[config.mk]
export PLATFORM = sky130hd
export DESIGN_NAME = slow_counter_ctrl_flat
export DESIGN_NICKNAME = d
export VERILOG_FILES = /design/src/rtl/slow_ctrl_pkg.sv /design/src/rtl/slow_counter_ctrl_if.sv /design/src/rtl/slow_ctrl_prescaler.sv /design/src/rtl/slow_counter_ctrl.sv /design/src/flat_wrapper.sv
export SDC_FILE = /design/constraint.sdc
export NUM_CORES = 1
export LEC_CHECK = 0
export CAP_MARGIN = 10
export CORE_ASPECT_RATIO = 0.9
export CORE_MARGIN = 8
export CORE_UTILIZATION = 35
export DETAILED_ROUTE_END_ITERATION = 8
export SKIP_CTS_REPAIR_TIMING = 1
export SLEW_MARGIN = 20
export SYNTH_ARGS = -nofsm -noshare
export SYNTH_HDL_FRONTEND = slang
export SYNTH_SLANG_ARGS = --single-unit
[constraint.sdc]
create_clock -name clk -period 2.1 [get_ports clk]
set_input_delay 0.21 -clock clk [delete_from_list [all_inputs] [get_ports clk]]
set_output_delay 0.21 -clock clk [all_outputs]
set_load 0.02 [all_outputs]
[src/rtl/slow_ctrl_pkg.sv]
// Shared definitions for the slow-counter rate/burst controller:
// state encoding and default field widths.
package slow_ctrl_pkg;

    // Default width of the period field (period = div + 1 clocks)
    localparam int DIV_W_DEF = 8;
    // Default width of burst length / remaining-ticks fields (matches counter q)
    localparam int CNT_W_DEF = 4;

    // Controller states
    typedef enum logic {
        ST_IDLE = 1'b0,
        ST_RUN  = 1'b1
    } state_t;

endpackage : slow_ctrl_pkg

[src/rtl/slow_counter_ctrl_if.sv]
// Configuration handshake bundle for slow_counter_ctrl.
// The master (control logic) offers a period/length pair with cfg_valid;
// the slave (controller) raises cfg_ready while it is idle.
interface slow_counter_ctrl_if #(
    parameter int DIV_W = slow_ctrl_pkg::DIV_W_DEF,
    parameter int CNT_W = slow_ctrl_pkg::CNT_W_DEF
) ();

    logic             cfg_valid;
    logic             cfg_ready;
    logic [DIV_W-1:0] cfg_div;
    logic [CNT_W-1:0] cfg_len;

    modport master (
        output cfg_valid,
        output cfg_div,
        output cfg_len,
        input  cfg_ready
    );

    modport slave (
        input  cfg_valid,
        input  cfg_div,
        input  cfg_len,
        output cfg_ready
    );

endinterface : slow_counter_ctrl_if

[src/rtl/slow_ctrl_prescaler.sv]
// Period down-counter for slow_counter_ctrl.
// Synchronous load has priority over the count enable; tc flags a zero count,
// at which point the owner is expected to reload rather than let it wrap.
module slow_ctrl_prescaler
    import slow_ctrl_pkg::*;
#(
    parameter int DIV_W = DIV_W_DEF
) (
    input  logic             clk,
    input  logic             rst,
    input  logic             load,
    input  logic             en,
    input  logic [DIV_W-1:0] load_val,
    output logic [DIV_W-1:0] count,
    output logic             tc
);

    localparam logic [DIV_W-1:0] COUNT_ONE = {{(DIV_W-1){1'b0}}, 1'b1};

    // Count register: reset to zero, load wins over decrement, otherwise hold
    always_ff @(posedge clk) begin
        if (rst) begin
            count <= '0;
        end else if (load) begin
            count <= load_val;
        end else if (en) begin
            count <= count - COUNT_ONE;
        end else begin
            count <= count;
        end
    end

    assign tc = (count == '0);

endmodule : slow_ctrl_prescaler

[src/rtl/slow_counter_ctrl.sv]
// Rate and burst controller driving the slow-counter enable.
// A handshake in IDLE latches a period (cfg_div+1 clocks) and a burst length
// (cfg_len, 0 = free-run); RUN then emits one-cycle `slow` strobes every period
// until the burst completes (done pulse) or stop is asserted.
// Optional build macro SLOW_CTRL_PAUSE_EN adds a `pause` input that freezes the
// period count and burst count while held; without it the controller behaves
// as if pause were tied low.
module slow_counter_ctrl
    import slow_ctrl_pkg::*;
#(
    parameter int DIV_W = DIV_W_DEF,
    parameter int CNT_W = CNT_W_DEF
) (
    input  logic             clk,
    input  logic             rst,
`ifdef SLOW_CTRL_PAUSE_EN
    input  logic             pause,
`endif
    slow_counter_ctrl_if.slave cfg,
    input  logic             stop,
    output logic             slow,
    output logic             busy,
    output logic             done,
    output logic [CNT_W-1:0] ticks_left
);

    localparam logic [CNT_W-1:0] TICK_ONE = {{(CNT_W-1){1'b0}}, 1'b1};

    state_t           state_r;
    logic [DIV_W-1:0] div_r;
    logic             free_run_r;

    logic             pause_s;
    logic             accept_s;
    logic             advance_s;
    logic             strobe_s;
    logic             pre_load_s;
    logic [DIV_W-1:0] pre_load_val_s;
    logic [DIV_W-1:0] pre_count_s;
    logic             pre_tc_s;

`ifdef SLOW_CTRL_PAUSE_EN
    assign pause_s = pause;
`else
    assign pause_s = 1'b0;
`endif

    // Ready whenever idle; this is the only combinational output
    assign cfg.cfg_ready = (state_r == ST_IDLE);

    // Handshake and advance qualifiers: stop beats pause, pause beats a due strobe
    always_comb begin
        accept_s  = 1'b0;
        advance_s = 1'b0;
        if (state_r == ST_IDLE) begin
            accept_s = cfg.cfg_valid;
        end else if (!stop && !pause_s) begin
            advance_s = 1'b1;
        end else begin
            advance_s = 1'b0;
        end
        strobe_s = advance_s && pre_tc_s;
    end

    // Prescaler control: load the new period on accept, reload on each strobe
    always_comb begin
        pre_load_s     = 1'b0;
        pre_load_val_s = div_r;
        if (accept_s) begin
            pre_load_s     = 1'b1;
            pre_load_val_s = cfg.cfg_div;
        end else if (strobe_s) begin
            pre_load_s     = 1'b1;
            pre_load_val_s = div_r;
        end else begin
            pre_load_s     = 1'b0;
            pre_load_val_s = div_r;
        end
    end

    slow_ctrl_prescaler #(
        .DIV_W (DIV_W)
    ) u_prescaler (
        .clk      (clk),
        .rst      (rst),
        .load     (pre_load_s),
        .en       (advance_s),
        .load_val (pre_load_val_s),
        .count    (pre_count_s),
        .tc       (pre_tc_s)
    );

    // Controller FSM with registered strobe, status and burst countdown
    always_ff @(posedge clk) begin
        if (rst) begin
            state_r    <= ST_IDLE;
            div_r      <= '0;
            free_run_r <= 1'b0;
            slow       <= 1'b0;
            done       <= 1'b0;
            busy       <= 1'b0;
            ticks_left <= '0;
        end else begin
            case (state_r)
                ST_IDLE: begin
                    slow <= 1'b0;
                    done <= 1'b0;
                    if (accept_s) begin
                        state_r    <= ST_RUN;
                        div_r      <= cfg.cfg_div;
                        free_run_r <= (cfg.cfg_len == '0);
                        ticks_left <= cfg.cfg_len;
                        busy       <= 1'b1;
                    end else begin
                        busy <= 1'b0;
                    end
                end
                ST_RUN: begin
                    done <= 1'b0;
                    if (stop) begin
                        // Abort: no strobe, no done, ticks_left keeps its value
                        state_r <= ST_IDLE;
                        busy    <= 1'b0;
                        slow    <= 1'b0;
                    end else if (strobe_s) begin
                        slow <= 1'b1;
                        if (!free_run_r) begin
                            ticks_left <= ticks_left - TICK_ONE;
                            if (ticks_left == TICK_ONE) begin
                                // Last strobe of the burst completes on this edge
                                done    <= 1'b1;
                                busy    <= 1'b0;
                                state_r <= ST_IDLE;
                            end else begin
                                busy <= 1'b1;
                            end
                        end else begin
                            busy <= 1'b1;
                        end
                    end else begin
                        slow <= 1'b0;
                        busy <= 1'b1;
                    end
                end
                default: begin
                    state_r <= ST_IDLE;
                    slow    <= 1'b0;
                    done    <= 1'b0;
                    busy    <= 1'b0;
                end
            endcase
        end
    end

endmodule : slow_counter_ctrl
[src/flat_wrapper.sv]
// flat-port wrapper written by rule: the top's interface ports become plain ports
module slow_counter_ctrl_flat import slow_ctrl_pkg::*;
#(
    parameter int DIV_W = DIV_W_DEF,
    parameter int CNT_W = CNT_W_DEF
)
  (clk, rst, stop, slow, busy, done, ticks_left, cfg_cfg_valid, cfg_cfg_div, cfg_cfg_len, cfg_cfg_ready);
  slow_counter_ctrl_if #(.DIV_W(DIV_W), .CNT_W(CNT_W)) cfg_i ();
  input  logic clk;
  input  logic rst;
  input  logic stop;
  output logic slow;
  output logic busy;
  output logic done;
  output logic [CNT_W-1:0] ticks_left;
  input wire logic [$bits(cfg_i.cfg_valid)-1:0] cfg_cfg_valid;
  input wire logic [$bits(cfg_i.cfg_div)-1:0] cfg_cfg_div;
  input wire logic [$bits(cfg_i.cfg_len)-1:0] cfg_cfg_len;
  output wire logic [$bits(cfg_i.cfg_ready)-1:0] cfg_cfg_ready;
  assign cfg_i.cfg_valid = cfg_cfg_valid;
  assign cfg_i.cfg_div = cfg_cfg_div;
  assign cfg_i.cfg_len = cfg_cfg_len;
  assign cfg_cfg_ready = cfg_i.cfg_ready;
  slow_counter_ctrl #(.DIV_W(DIV_W), .CNT_W(CNT_W)) u_core (.clk(clk), .rst(rst), .cfg(cfg_i), .stop(stop), .slow(slow), .busy(busy), .done(done), .ticks_left(ticks_left));
endmodule
# Word level (Yosys, flattened, before mapping)
# Index checks and enable logic that the tools add are counted.
# Widths: inputs -> output; s select.
# op_classes
addsub	2
eq_ne	5
muxes	26
bitwise	1
n_reduce_logical	6
# ops
op	count
$mux 8	3
$mux 4	4
$mux 1	15
$logic_not 8->1	1
$pmux 4 s2	1
$sub 8x1->8 const B	1
$ne 2x2->1 const B	3
$pmux 1 s2	3
$eq 4x1->1 const B	1
$logic_not 4->1	1
$reduce_and 4->1	1
$sub 4x1->4 const B	1
$ne 2x1->1 const B	1
$reduce_and 2->1	1
$reduce_bool 2->1	1
$logic_and 1x1->1	1
$not 1->1	1
# word_totals
reg_bits	24
in_bits	16
out_inout_bits	8
wordCells	47

# Depth between registers and ports, before layout
# logic_depth
ltp_word	6
mapped_depth	7
mapped_depth_nobuf	6

# Modules after synthesis
# Synthesis repeated with hierarchy kept, for this count alone.
# unflattened
cells_unflattened	133
hier_area_um2	1275.0
# modules_own_cells
mod	instances	cells_per_inst	area_each_um2	seq_area_each_um2
slow_counter_ctrl	1	77	802.0	320.3
slow_ctrl_prescaler	1	56	473.0	160.2

# Worst setup path before layout
# Ideal clock, no wire load.
# synth_timing
kind	register to register
startpoint	register u_core.u_prescaler.count[0]
endpoint	register u_core.u_prescaler.count[4]
setup_time_ns	0.116
arrival_ns	1.438
required_ns	1.984
setup_slack_ns	0.547
stages_incl_launch_ff	8
n_path_buf	1
period_less_slack_ns	1.553
cell_sequence	dfxtp_1 inv_1 ha_1 nor3b_4 and2_1 buf_2 o31ai_1 and3_1
# synth_via
elab_chain_len	5
elab_cells_between_ends	8
cone_classes	add/sub: 1; mux: 4; reduce/logical: 3
# synth_rtl
element	line	rtl
from (decl)	slow_ctrl_prescaler.sv:14	output logic [DIV_W-1:0] count,
from (signal assigned)	slow_ctrl_prescaler.sv:25	count <= load_val;
from (signal assigned)	slow_ctrl_prescaler.sv:27	count <= count - COUNT_ONE;
from (signal assigned)	slow_ctrl_prescaler.sv:29	count <= count;
parallel branches: the longest is 5 deep, another holds $sub 8x1->8	-	
# Parallel ways; which one is timed is not known. The select of a mux whose other input is x is not followed.
# A chain may end at the register's enable or synchronous reset.

==> reports/metrics.csv <==
metric,value,unit
outcome,"finished, final reports clean",
top routing layer used,met4,
largest cells by area after synthesis,"dfxtp_1 36%, a21oi_1 7.8%, nand2_1 5.9%",
vias in the first global route,1300,
Final #Nets,214,
PwrDens,691,mW/mm^2
mean area per synthesized cell,8.10,um^2
crit path capture type,output pin,
vias per cell,5.68,
Skew-Pair Late Insertion Delay,0.27,ns
Slew @ Worst Pin,0.442,ns
prevailing post-synth register cell,dfxtp_1,
Die W,81.3,um
ANT nets after route,0,
final worst-path cycle share,86.3,%
CTS H-tree lvls,1,
routed wl met3,214,um
"Slew Viols, Final",0,
WL/cell,15.6,um
kind of critical path,reg -> out,
"Distinct cells, synth",40,
Final GP Congestion,0.829,
Yosys top cell area share,35.8,%
Post-synth EDFFs,0,
Max VDD drop,348,uV
Worst Path Required,1.89,ns
sequential cell area fraction in the yosys report,35.8,%
Num CTS Buffers,3,
vias,1351,
Yosys top cell by area,dfxtp_1,
slew margin rel.,70.3,%
Area Overhead vs Synth,26.7,%
port bufs,23,
total global routing track utilization,12.9,%
FP Rows,21,
antenna diode count,0,
most common cell in the synthesized netlist,dfxtp_1,
area of the multi-input gates,792,um^2
core area,0.00370,mm^2
Metal-1 WL,1720,um
standby leakage power,0.623,nW
share of layout cells above drive strength 1,9.90,%
TritonRoute pass-1 iters,4,
setup violators final,0,
Post-Syn Instances,166,
Root Buffer,clkbuf_8,
#FFs+latches synth,24,
final hold vios,0,
Fmax,552,MHz
fraction of registers with async set/reset,0,%
first-pass GRT wire length,6200,um
Post-Syn Nets,186,
skew final,0.00172,ns
DR WL met2,1740,um
I/O pin count,24,
overall routed net length,3720,um
RSZ-0062 raised after global routing,false,
Hold Crit Class,reg -> reg,
FF+latch area,480,um^2
fill count,378,
largest net degree at the start of global routing,15,
Final HPWL DP,2800,um
Crit Path Max Fanout,11,
initial antenna violation count,0,
"CTS clk-pin slew, worst paths",0.08,ns
grt total ovfl,0,
setup TNS,0,ns
drt initial violations,98,
die area,0.00608,mm^2
worst path arrival time,1.60,ns
Ys Warns,0,
CTS tree,built,
Non-Filler Instances,238,
Initial Util,36.3,%
# Max-Cap Violations,0,
Max Buffers Root-to-Sink,2,
CTS Sinks,24,
Synth top cells by count,"24 x dfxtp_1, 21 x a21oi_1, 21 x nand2_1",
CP Launch Type,register,
Fin Hold WS,0.459,ns
final core area utilization,46.0,%
DP Cell Count,235,
DIE HEIGHT,74.8,um
# DRC,0,
Tmin final,1.81,ns
Syn Std Cell Area,0.00134,mm^2
-- cells by family (layout without fill, tap and decap cells) --
kind of cell	count (synthesis)	after routing	synth area share (%)
adder cells (fa/ha/maj)	4	4	3.72
AO/OA/AOI/OAI	55	55	26.1
buffers and inverters	17	43	5.31
AND/OR/NAND/NOR	62	62	26.3
flip-flops	24	24	35.8
multiplexers	2	2	1.58
XOR/XNOR	2	2	1.30
-- layout by cell type (no fill, tap or decap), types with 2 or more instances in the layout --
master	n
dfxtp_1	24
clkdlybuf4s50_1	23
nand2_1	21
a21oi_1	21
buf_4	10
nor2_1	9
inv_1	7
a31oi_1	7
nor3_1	6
nand3_1	6
o21ai_0	6
a211oi_1	4
ha_1	4
nand2b_1	3
nor2b_1	3
a211o_1	3
clkbuf_8	3
nor4_1	2
and2_1	2
a41oi_1	2
nand4b_1	2
a21boi_0	2
o22ai_1	2
nor3b_1	2
o31ai_1	2
-- registers in the layout, summed over array words and instances (netlist names) --
signal / count
u_core.free_run_r: 1
u_core.u_prescaler.count: 8
u_core.done: 1
u_core.ticks_left: 4
u_core.div_r: 8
u_core.slow: 1
u_core.busy: 1
-- worst paths after layout --
kind | startpoint | endpoint | slack, ns | cells after the start
worst max-delay path | u_core.busy | cfg_cfg_ready | 0.29 | 3
worst min-delay path | u_core.div_r[1] | u_core.div_r[1] | 0.46 | 2
worst max register to register | u_core.u_prescaler.count[0] | u_core.u_prescaler.count[5] | 0.36 | 7
worst min register to register | u_core.div_r[1] | u_core.div_r[1] | 0.46 | 2
-- stage by stage --
stage               instance area (um^2)  setup slack (ns)  power, W
floorplan                           1340             0.547  0.000779
global placement                    1660             0.362  0.000903
detailed placement                  1660             0.335  0.000909
CTS                                 1700             0.278   0.00119
global route                        1700             0.186   0.00125
finish                              1700             0.287   0.00118
-- layer usage --
layer,track usage [%],vias to the layer above
met1,16.0,649
met3,3.94,5
met2,20.7,33
met4,4.36,0
li1,-,664
met5,0,-
-- cell type report --
type                            instances  area share (%)
Multi-Input combinational cell        125            46.5
Inverter                                7            1.54
Timing Repair Buffer                   33            17.9
Sequential cell                        24            28.2
Tap cell                               46            3.38
Clock buffer                            3            2.42
-- critical path, cell delays in order (launching register included) --
cell and delay (ns):
dfxtp_1 0.52, buf_4 0.21, inv_1 0.07, clkdlybuf4s50_1 0.54
-- report_power, final --
group / internal, W / switching, W / leakage [nW] / total [W]
clock network: 0.000128 / 0.000146 / 0.0216 / 0.000275
logic: 0.000173 / 0.000189 / 0.404 / 0.000363
registers: 0.000489 / 0.0000502 / 0.197 / 0.000539
(Power assumes the default switching activity.)
